===== src/rtl/sync_decoder_n.sv =====
// rtl/sync_decoder_n.sv - registered N-to-2**N decoder with direct and scanning index modes
module sync_decoder_n #(
    parameter int N          = 3,
    parameter bit ACTIVE_LOW = 1'b0
) (
    input  logic            clk,
    input  logic            rst,
    input  logic            en,
    input  logic            start,
    input  logic            stop,
    input  logic [1:0]      mode,
    input  logic [N-1:0]    sel,
    output logic [2**N-1:0] y,
    output logic [N-1:0]    idx,
    output logic            out_valid,
    output logic            wrap
);
    localparam int W = 2 ** N;

    localparam logic [1:0] ST_IDLE      = 2'd0;
    localparam logic [1:0] ST_DIRECT    = 2'd1;
    localparam logic [1:0] ST_SCAN_UP   = 2'd2;
    localparam logic [1:0] ST_SCAN_DOWN = 2'd3;

    localparam logic [N-1:0] IDX_MAX = {N{1'b1}};
    localparam logic [N-1:0] IDX_ONE = {{(N-1){1'b0}}, 1'b1};

    logic [1:0]   state_q, state_d;
    logic [N-1:0] idx_q, idx_d;
    logic [W-1:0] y_q, y_d;
    logic         valid_q, valid_d;
    logic         wrap_q, wrap_d;
    logic [1:0]   mode_state;
    logic [W-1:0] dec;

    always_comb begin
        case (mode)
            2'b01:   mode_state = ST_SCAN_UP;
            2'b10:   mode_state = ST_SCAN_DOWN;
            default: mode_state = ST_DIRECT;
        endcase
    end

    // stop beats start; stepping only happens on quiet, enabled cycles
    always_comb begin
        state_d = state_q;
        idx_d   = idx_q;
        wrap_d  = 1'b0;
        if (stop) begin
            state_d = ST_IDLE;
        end else if (start) begin
            state_d = mode_state;
            idx_d   = sel;
        end else if (en) begin
            if (state_q == ST_SCAN_UP) begin
                idx_d  = idx_q + IDX_ONE;
                wrap_d = (idx_q == IDX_MAX);
            end else if (state_q == ST_SCAN_DOWN) begin
                idx_d  = idx_q - IDX_ONE;
                wrap_d = (idx_q == '0);
            end
        end
    end

    always_comb begin
        valid_d     = (state_d != ST_IDLE) && en;
        dec         = '0;
        dec[idx_d]  = valid_d;
        y_d         = ACTIVE_LOW ? ~dec : dec;
    end

    always_ff @(posedge clk) begin
        if (rst) begin
            state_q <= ST_IDLE;
            idx_q   <= '0;
            valid_q <= 1'b0;
            wrap_q  <= 1'b0;
            y_q     <= ACTIVE_LOW ? {W{1'b1}} : {W{1'b0}};
        end else begin
            state_q <= state_d;
            idx_q   <= idx_d;
            valid_q <= valid_d;
            wrap_q  <= wrap_d;
            y_q     <= y_d;
        end
    end

    assign y         = y_q;
    assign idx       = idx_q;
    assign out_valid = valid_q;
    assign wrap      = wrap_q;
endmodule


===== config.mk =====
export PLATFORM = sky130hd
export DESIGN_NAME = sync_decoder_n
export DESIGN_NICKNAME = d
export VERILOG_FILES = /design/src/rtl/sync_decoder_n.sv
export SDC_FILE = /design/constraint.sdc
export NUM_CORES = 1
export LEC_CHECK = 0
export CORE_MARGIN = 2
export CORE_UTILIZATION = 48
export DETAILED_ROUTE_END_ITERATION = 8
export HOLD_SLACK_MARGIN = 0.15
export PLACE_DENSITY = 0.93
export REMOVE_ABC_BUFFERS = 1
export SYNTH_ARGS = -nofsm -noshare
export SYNTH_HDL_FRONTEND = slang
export SYNTH_SLANG_ARGS = --single-unit

===== constraint.sdc =====
create_clock -name clk -period 3.97 [get_ports clk]
set_input_delay 0.794 -clock clk [delete_from_list [all_inputs] [get_ports clk]]
set_output_delay 0.794 -clock clk [all_outputs]
set_load 0.02 [all_outputs]

Word-level counts from Yosys, hierarchy flattened
Index checks and enable logic that the tools add are counted.
{"block": "classes", "n_addsub": 2, "order_cmp": 2, "n_eq_ne": 5, "n_mux": 12, "bitwise_logic": 2, "reduce_logical": 5}
{"op": "2-to-1 mux 3 bit", "count": 5}
{"op": "bitwise AND 8 bit", "count": 1}
{"op": "== test 2 bit (second input constant)", "count": 3}
{"op": "less-than comparator 3 x 4 -> 1 bit (second input constant)", "count": 1}
{"op": "2-to-1 mux 2 bit", "count": 2}
{"op": "one-hot mux 2 bit (2 select lines)", "count": 1}
{"op": "OR reduction 4 bit", "count": 1}
{"op": "adder 3 x 1 -> 3 bit (second input constant)", "count": 1}
{"op": "demux 1 bit (select 3 bit)", "count": 1}
{"op": "== test 3 bit (second input constant)", "count": 1}
{"op": ">= comparator 3 x 1 -> 1 bit (second input constant)", "count": 1}
{"op": "zero test 3 bit", "count": 1}
{"op": "2-to-1 mux 1 bit", "count": 3}
{"op": "subtractor 3 x 1 -> 3 bit (second input constant)", "count": 1}
{"op": "== test 2 x 1 -> 1 bit (second input constant)", "count": 1}
{"op": "logical AND 1 bit", "count": 2}
{"op": "nonzero test 2 bit", "count": 1}
{"op": "inverter 1 bit", "count": 1}
{"block": "word_totals", "register_bits": 15, "output_inout_bits": 13}

Longest topological paths before layout
Gate-level depths: netlist of the first run.
{"block": "logic_depth", "depth_word": 11, "depth_mapped": 6, "depth_no_buf": 6}

Worst setup path before layout of the first run
No wires, ideal clock.
{"block": "synth_path", "path_kind": "in2reg", "start": "input port mode[1]", "end": "register y_q[4], in the netlist y[4]", "setup_ps": 60, "arrival_time_ps": 1962, "required_ps": 3910, "path_slack_ps": 1948, "stages": 6, "cell_sequence": "inv_1 -> ha_1 -> nand3_1 -> nand4_2 -> a2111o_1 -> and3b_1"}
{"block": "synth_between", "elab_chain_cells": 7, "word_cells_on_any_way": 8, "classes_between": "eq/ne (2); mux (3); bitwise (1); reduce/logical (2)"}
{"item": "start, declared", "line_no": "11", "source": "input logic [1:0] mode,"}
{"item": "== test 2 bit or == test 2 x 1 -> 1 bit (tied branches)", "line_no": "37", "source": "case (mode)"}
{"item": "one-hot mux 2 bit (2 select lines) (*)", "line_no": "37"}
{"item": "2-to-1 mux 2 bit (*)", "line_no": "51", "source": "end else if (start) begin"}
{"item": "2-to-1 mux 2 bit (*)", "line_no": "49", "source": "if (stop) begin"}
{"item": "nonzero test 2 bit (*)", "line_no": "66", "source": "valid_d = (state_d != ST_IDLE) && en;"}
{"item": "logical AND 1 bit (*)", "line_no": "66"}
{"item": "bitwise AND 8 bit (no line) (*)"}
{"item": "end signal, assigned", "line_no": "78", "source": "y_q <= ACTIVE_LOW ? {W{1'b1}} : {W{1'b0}};"}
{"item": "end signal, assigned", "line_no": "84", "source": "y_q <= y_d;"}
{"item": "end, declared", "line_no": "30", "source": "logic [W-1:0] y_q, y_d;"}
Mark *: on every way between the ends. The rest lies on a longest branch, timed or not.
A chain may end at the register's enable or synchronous reset.

Worst setup path in the final report of the first run
{"block": "layout_path", "start": "input port start", "end": "register y_q[5], in the netlist y[5]"}
{"block": "layout_between", "elab_chain_cells": 7, "word_cells_on_any_way": 12, "classes_between": "order compare (2); mux (6); bitwise (1); reduce/logical (3)"}
{"item": "start, declared", "line_no": "9", "source": "input logic start,"}
{"item": "2-to-1 mux 3 bit", "line_no": "51"}
{"item": "2-to-1 mux 3 bit", "line_no": "49"}
{"item": "less-than comparator 3 x 4 -> 1 bit (implied by the code) or >= comparator 3 x 1 -> 1 bit (tied branches)", "line_no": "68", "source": "dec[idx_d] = valid_d;"}
{"item": "logical AND 1 bit (implied by the code)", "line_no": "68"}
{"item": "2-to-1 mux 1 bit (implied by the code)", "line_no": "68"}
{"item": "demux 1 bit (select 3 bit)", "line_no": "68"}
{"item": "bitwise AND 8 bit (no line) (*)"}
Marks and branches as above.

==> flow_summary.json, run 1 <==
{
  "numPortBuffers": 22,
  "cts_buffer_depth": 2,
  "syn_to_final_growth_pct": 31.4,
  "root_buffer": "clkbuf_4",
  "synth_top_area_share_pct": 39.9,
  "die_x_um": 43.6,
  "track_usage_pct": 18.6,
  "numCtsBuffers": 3,
  "finalSetupTns_ns": 0,
  "cp_data_required_time_ns": 4.17,
  "final_layout_size_suffix_gt1_share_pct": 9.00,
  "grt_overflow": 0,
  "postRouteAntennaNets": 0,
  "cts_resized": 0,
  "grt_max_degree": 15,
  "yosysUniqueCellTypes": 36,
  "start_util_pct": 50.5,
  "route.detailed.drc": 0,
  "final_net_count": 117,
  "synth_area_um2": 752,
  "clock_sinks": 15,
  "fin_crit_sh_pct": 58.8,
  "antenna_found_initial": 0,
  "yosys.area.top_type": "dfxtp_1",
  "synth_commonest_cells": "15 x dfxtp_1, 7 x nor2_1, 6 x ha_1, 6 x inv_1, 5 x a21oi_1",
  "fin_worst_skew_ns": 0.00566,
  "core_um2": 1490,
  "vias": 648,
  "critPathArrivalTime_ns": 2.53,
  "synthTopCellsByArea": "dfxtp_1 40%, ha_1 10%, nor2_1 3.5%",
  "grt_pass1_wl_um": 2540,
  "wirelength_um": 1510,
  "crit_fanout": 14,
  "status": "finished, final reports clean",
  "top_level_ports": 23,
  "synth_edf_count": 0,
  "end_kind": "flop",
  "slew_headroom_pct": 73.1,
  "leakage_nw": 0.388,
  "hold_viol_final": 0,
  "diodes": 0,
  "maxCapViolCount": 0,
  "cts_tree": "yes",
  "synth_most_common_cell": "dfxtp_1",
  "vdd_drop_max_uv": 242,
  "synth_seq_cells": 15,
  "fin_crit_ns": 2.33,
  "place.gp.congestion": 0.829,
  "syn_inst": 77,
  "fmax_mhz": 429,
  "die_h_um": 43.6,
  "wire_per_inst_um": 13.0,
  "finalMaxSlewViolations": 0,
  "clk_latency_ns": 0.28,
  "ys.flop_type": "dfxtp_1",
  "fin_util_pct": 66.4,
  "setup_viol": 0,
  "hold_path_class": "reg -> reg",
  "drtIter0Drc": 13,
  "synth_warnings": 0,
  "start_kind": "input pin",
  "firstDrtPassIters": 4,
  "rsz0062_at_grt": "no",
  "vias_per_cell": 5.59,
  "max_slew.worst_pin.slew_ns": 0.402,
  "syn_area_per_cell_um2": 9.77,
  "ys_seq_area_share_pct": 39.9,
  "place_hpwl_um": 1180,
  "asyncSetResetFlopFracSynth_pct": 0,
  "powerDensity_nw_per_um2": 302,
  "hold_buffers": 0,
  "die-area_um2": 1900,
  "first_global_vias": 626,
  "clk_transition_reported_paths_ns": 0.09,
  "row_count": 14,
  "post-cts-setup-buffer-count": 0,
  "worstSetupPathType": "in -> reg",
  "cts-htree-levels": 1
}
==> area by class of cell <==
class	count	area, um^2
fillers	114	500
repair buffers	22	220
flip-flops and latches	15	300
well taps	16	20.0
clock buffers	4	26.3
inverters	6	22.5
multi-input cells	53	399
==> metal layers <==
metal	global-route usage, %	share of wire (%)	wire length (um)	up-vias
li1	-	-	-	323
met5	0	0	0	-
met3	5.00	5.4	81	4
met1	19.8	40	598	293
met4	11.5	2.7	41	0
met2	32.4	52	787	28
==> final timing paths <==
kind | start | end | slack [ns] | cells past startpoint
setup / recovery | start | y[5] | 1.64 | 5
hold reg to reg | state_q[1] | state_q[1] | 0.62 | 2
setup reg to reg | idx[1] | y[1] | 2.10 | 6
hold / removal | state_q[1] | state_q[1] | 0.62 | 2
==> cells in the final DEF (no fill, tap or decap), drive strengths merged, types with 2 or more instances in the layout <==
cell / synthesis / layout
nor2: 8 / 8
nor3b: 2 / 2
or2: 2 / 2
nand3: 2 / 2
clkdlybuf4s50: 0 / 22
ha: 6 / 6
clkbuf: 0 / 4
o21ai: 2 / 2
a21oi: 5 / 5
nand2: 2 / 2
nor3: 2 / 2
nor4b: 2 / 2
nand2b: 2 / 2
inv: 6 / 6
dfxtp: 15 / 15
==> metrics by stage <==
stage          setup WS, ns  total power [mW]  instance area [um^2]  instances  hold slack, ns
2_1_floorplan          1.95             0.191                   722         74           0.529
3_3_place_gp           1.38             0.215                   962        112           0.577
3_5_place_dp           1.34             0.216                   962        112           0.602
4_1_cts                1.63             0.300                   988        116           0.614
5_1_grt                1.57             0.314                   988        116           0.647
6_report               1.64             0.299                   988        116           0.615
==> registers in the layout, summed over array words and instances, names as in the netlist <==
| signal | count |
|---|---|
| idx | 3 |
| out_valid | 1 |
| state_q | 2 |
| wrap | 1 |
| y | 8 |
==> critical path: stages <==
cell,delay [ns]
clkdlybuf4s50_1,0.71
or3_1,0.19
nand4_2,0.16
a2111o_1,0.47
nor3b_1,0.20
==> cells by family (layout without fill, tap and decap cells) <==
family | count (synthesis) | in the layout | share of synthesized area (%)
flops | 15 | 15 | 39.9
compound gates | 16 | 16 | 17.1
simple gates | 30 | 30 | 24.8
fa+ha+maj | 6 | 6 | 9.98
xor+xnor | 1 | 1 | 1.16
buf+inv | 9 | 32 | 6.99
==> report_power, final <==
part,internal (mW),switching (mW)
Sequential,0.154,0.00488
Clock,0.0390,0.0467
Combinational,0.0270,0.0270
(Power assumes the default switching activity.)
==> run 2: changes to the inputs <==
--- a/config.mk
+++ b/config.mk
@@ -5,11 +5,12 @@
 export SDC_FILE = /design/constraint.sdc
 export NUM_CORES = 1
 export LEC_CHECK = 0
+export CORE_ASPECT_RATIO = 0.75
 export CORE_MARGIN = 2
-export CORE_UTILIZATION = 48
+export CORE_UTILIZATION = 40
 export DETAILED_ROUTE_END_ITERATION = 8
 export HOLD_SLACK_MARGIN = 0.15
-export PLACE_DENSITY = 0.93
+export PLACE_DENSITY = 0.84
 export REMOVE_ABC_BUFFERS = 1
 export SYNTH_ARGS = -nofsm -noshare
 export SYNTH_HDL_FRONTEND = slang
==> constraint.sdc (replaced) <==
create_clock -name clk -period 2 [get_ports clk]
set_input_delay 0.4 -clock clk [delete_from_list [all_inputs] [get_ports clk]]
set_output_delay 0.4 -clock clk [all_outputs]
set_load 0.02 [all_outputs]
==> run 2 against run 1 <==
Effect of this change: register-to-register slack got worse by 1.9 ns; sequential cell count did not move; setup slack got worse by 1.5 ns; wire length rose by 11%; critical path depth rose by 2; cell count rose by 11%; sequential share of layout area fell by 1.9 points; utilization fell by 6.3 points; clock skew rose by 0.00053 ns; non-clock buffer count rose by 7; critical endpoint is now y[4]; highest routed layer unchanged.
==> flow_summary.json, run 2 (synthesis gave the netlist of run 1 again) <==
{
  "status": "finished, final reports clean",
  "vdd_drop_max_uv": 363,
  "crit_buf_inv": 2,
  "end_kind": "flop",
  "maxCapViolCount": 0,
  "max_slew.worst_pin.slew_ns": 0.392,
  "final_cell_mix": "22 x clkdlybuf4s50_1, 15 x dfxtp_1, 7 x nor2_1, 7 x buf_4",
  "die-area_um2": 2250,
  "rsz0062_at_grt": "no",
  "numPortBuffers": 22,
  "start_kind": "input pin",
  "worstSetupPathType": "in -> reg",
  "grt_max_degree": 10,
  "cp_data_required_time_ns": 2.22,
  "grt_pass1_wl_um": 2940,
  "vias": 665,
  "hp-start": "state_q[1]",
  "route.detailed.drc": 0,
  "final_layout_size_suffix_gt1_share_pct": 15.9,
  "cts_buffer_depth": 2,
  "clk_transition_reported_paths_ns": 0.09,
  "syn_to_final_growth_pct": 40.3,
  "hold_path_class": "reg -> reg",
  "largest_register_ffs": 8,
  "slowest_stage": "a2111o_1",
  "wire_per_inst_um": 13.0,
  "place.gp.congestion": 0.903,
  "start_util_pct": 42.8,
  "finalMaxSlewViolations": 0,
  "diodes": 0,
  "core_um2": 1760,
  "drtIter0Drc": 7,
  "leakage_nw": 0.423,
  "numCtsBuffers": 3,
  "post-cts-setup-buffer-count": 0,
  "vias_per_cell": 5.16,
  "fmax_mhz": 540,
  "fin_crit_ns": 1.85,
  "slew_headroom_pct": 73.2,
  "firstDrtPassIters": 3,
  "critPathMaxStageDelay_ns": 0.47,
  "wirelength_um": 1670,
  "final_net_count": 124,
  "cts-htree-levels": 1,
  "postRouteAntennaNets": 0,
  "clk_latency_ns": 0.28,
  "timing.rr.start": "idx[1]",
  "antenna_found_initial": 0,
  "first_global_vias": 653,
  "place_hpwl_um": 1320,
  "final_cell_area_um2": 1050,
  "hold_buffers": 0,
  "root_buffer": "clkbuf_4",
  "cpLargestDelayFamily": "buffers and inverters",
  "worst_hold_slack_ns": 0.620,
  "track_usage_pct": 18.0,
  "fin_util_pct": 60.0,
  "die_x_um": 54.1,
  "grt_overflow": 0,
  "fin_worst_skew_ns": 0.00619,
  "placed_cell_area_um2": 1020,
  "die_h_um": 41.6,
  "clock_sinks": 15,
  "mostFrequentLayoutCell": "clkdlybuf4s50_1",
  "critPathArrivalTime_ns": 2.07,
  "top_level_ports": 23,
  "hold_viol_final": 0,
  "row_count": 13,
  "cts_resized": 0,
  "setup_viol": 0,
  "cts_tree": "yes",
  "path_cells": "clkdlybuf4s50_1 -> inv_1 -> ha_1 -> nand3_1 -> nand4_2 -> a2111o_1 -> and3b_1",
  "fin_crit_sh_pct": 92.5,
  "powerDensity_nw_per_um2": 573,
  "crit_start": "mode[1]",
  "crit_fanout": 4
}
## run 2: path summary, 6_finish.rpt
check        cells past startpoint          to  slack [ns]
max                              7        y[4]        0.15
min                              2  state_q[1]        0.62
max reg2reg                      6        y[2]        0.20
min reg2reg                      2  state_q[1]        0.62
## run 2: metrics by stage
stage	std cells	setup WS, ns	power, mW	setup TNS (ns)
6_report	129	0.150	0.604	0
5_1_grt	129	0.0261	0.638	0
4_1_cts	129	0.0823	0.608	0
3_5_place_dp	125	-0.148	0.441	-0.606
3_3_place_gp	125	-0.0881	0.437	-0.324
2_1_floorplan	74	0.239	0.380	0
## run 2: area by class of cell
type | count | area (um^2)
tap | 22 | 27.5
clock buffer | 4 | 26.3
fill | 171 | 702
multi-input combinational | 53 | 405
sequential | 15 | 300
timing repair buffer | 29 | 273
inverter | 6 | 22.5
## run 2: worst register-to-register path: stages, from the launching register on
cell,delay [ns]
dfxtp_1,0.41
ha_1,0.21
ha_1,0.23
or2_0,0.20
a21boi_1,0.21
o311ai_2,0.17
nor4b_1,0.27
## run 2: power breakdown
part / switching, mW / internal (mW)
Sequential: 0.00989 / 0.306
Clock: 0.0904 / 0.0774
Combinational: 0.0577 / 0.0624
Total: 0.158 / 0.446
## run 2: metal layers
layer | global-route usage (%) | wire length (um) | vias up
li1 | - | - | 338
met1 | 23.8 | 771 | 305
met2 | 25.6 | 772 | 20
met3 | 6.47 | 97 | 2
met4 | 9.00 | 29 | 0
met5 | 0 | 0 | -
==> run 3: changes to the inputs <==
--- a/config.mk
+++ b/config.mk
@@ -6,7 +6,7 @@
 export NUM_CORES = 1
 export LEC_CHECK = 0
 export CORE_ASPECT_RATIO = 0.75
-export CORE_MARGIN = 2
+export CORE_MARGIN = 1.5
 export CORE_UTILIZATION = 40
 export DETAILED_ROUTE_END_ITERATION = 8
 export HOLD_SLACK_MARGIN = 0.15
==> run 3 against run 2 <==
Effect of this change: first-iteration DRC count rose by 110%; wire length fell by 1.7%; utilization did not move; maximum frequency rose by 0.27%; total power rose by 0.71%; highest routed layer unchanged; critical path depth did not move; critical endpoint is now y[5].
==> flow_summary.json, run 3 (synthesis gave the netlist of run 1 again) <==
{
  "status": "finished, final reports clean",
  "syn_to_final_growth_pct": 40.3,
  "place_hpwl_um": 1280,
  "critPathMaxStageDelay_ns": 0.46,
  "maxCapViolCount": 0,
  "drtIter0Drc": 15,
  "crit_buf_inv": 2,
  "cts-htree-levels": 1,
  "cts_tree": "yes",
  "grt_max_degree": 15,
  "clk_latency_ns": 0.28,
  "postRouteAntennaNets": 0,
  "die_h_um": 40.6,
  "vias": 665,
  "start_kind": "input pin",
  "slew_headroom_pct": 72.0,
  "cts_buffer_depth": 2,
  "critPathArrivalTime_ns": 2.05,
  "numCtsBuffers": 3,
  "root_buffer": "clkbuf_4",
  "fmax_mhz": 542,
  "max_slew.worst_pin.slew_ns": 0.420,
  "mostFrequentLayoutCell": "clkdlybuf4s50_1",
  "numPortBuffers": 22,
  "wire_per_inst_um": 12.7,
  "track_usage_pct": 18.2,
  "rsz0062_at_grt": "no",
  "power_uw": 608,
  "top_level_ports": 23,
  "fin_worst_skew_ns": 0.00147,
  "final_cell_area_um2": 1050,
  "first_global_vias": 622,
  "place.gp.congestion": 0.849,
  "setup_viol": 0,
  "hold_viol_final": 0,
  "die-area_um2": 2150,
  "fin_util_pct": 60.0,
  "fin_crit_sh_pct": 92.3,
  "die_x_um": 53.1,
  "placed_cell_area_um2": 1020,
  "finalMaxSlewViolations": 0,
  "row_count": 13,
  "post-cts-setup-buffer-count": 0,
  "route.detailed.drc": 0,
  "final_layout_size_suffix_gt1_share_pct": 15.9,
  "slowest_stage": "a2111o_1",
  "cpLargestDelayFamily": "buffers and inverters",
  "diodes": 0,
  "grt_pass1_wl_um": 2640,
  "final_net_count": 124,
  "leakage_nw": 0.422,
  "crit_fanout": 4,
  "hold_buffers": 0,
  "fin_crit_ns": 1.85,
  "worst_hold_slack_ns": 0.614,
  "largest_register_ffs": 8,
  "vias_per_cell": 5.16,
  "start_util_pct": 42.8,
  "path_cells": "clkdlybuf4s50_1 -> inv_1 -> ha_1 -> nand3_1 -> nand4_2 -> a2111o_1 -> nor3b_1",
  "clk_transition_reported_paths_ns": 0.09,
  "worstSetupPathType": "in -> reg",
  "hold_path_class": "reg -> reg",
  "cts_resized": 0,
  "final_cell_mix": "22 x clkdlybuf4s50_1, 15 x dfxtp_1, 7 x nor2_1, 7 x buf_4",
  "clock_sinks": 15,
  "setup_slack_ns": 0.155,
  "antenna_found_initial": 0,
  "grt_overflow": 0,
  "wirelength_um": 1640,
  "vdd_drop_max_uv": 371,
  "powerDensity_nw_per_um2": 577,
  "cp_data_required_time_ns": 2.20,
  "pre_cts_ws_ns": -0.150,
  "end_kind": "flop",
  "firstDrtPassIters": 4,
  "core_um2": 1760
}
-- run 3: cell counts in the layout (fill, tap and decap cells not counted) --
Identical to the previous run, type by type.
-- run 3: worst paths after layout --
kind | start | endpoint | slack (ns) | cells after the start
max reg2reg | idx[1] | y[0] | 0.19 | 6
min | state_q[1] | state_q[1] | 0.61 | 2
max | mode[1] | y[5] | 0.15 | 7
min reg2reg | state_q[1] | state_q[1] | 0.61 | 2
-- run 3: per-stage QoR --
| step | TNS, ns | std cells |
|---|---|---|
| after global placement | -0.254 | 125 |
| after global routing | 0 | 129 |
| final | 0 | 129 |
| after CTS | 0 | 129 |
| after detailed placement | -0.501 | 125 |
| after floorplan | 0 | 74 |
-- run 3: power by group --
group	internal, mW	switching [mW]
Sequential	0.306	0.00974
Combinational	0.0631	0.0580
Clock	0.0774	0.0938
-- run 3: final cells by class --
cell class	instances	area [um^2]
repair buffers	29	273
well taps	22	27.5
clock buffers	4	26.3
multi-input cells	53	405
fillers	164	702
flip-flops and latches	15	300
inverters	6	22.5
-- run 3: routing by layer --
layer	share of wire, %	vias up	global-route usage, %
met5	0	-	0
met4	1.3	0	11.5
met3	5.5	2	6.72
met2	46	21	30.3
met1	47	305	20.2
li1	-	337	-
-- run 3: worst min-delay path, stage by stage, from the launching register on --
cell and delay [ns]:
dfxtp_1 0.38, nor2_1 0.12, a2111oi_0 0.06
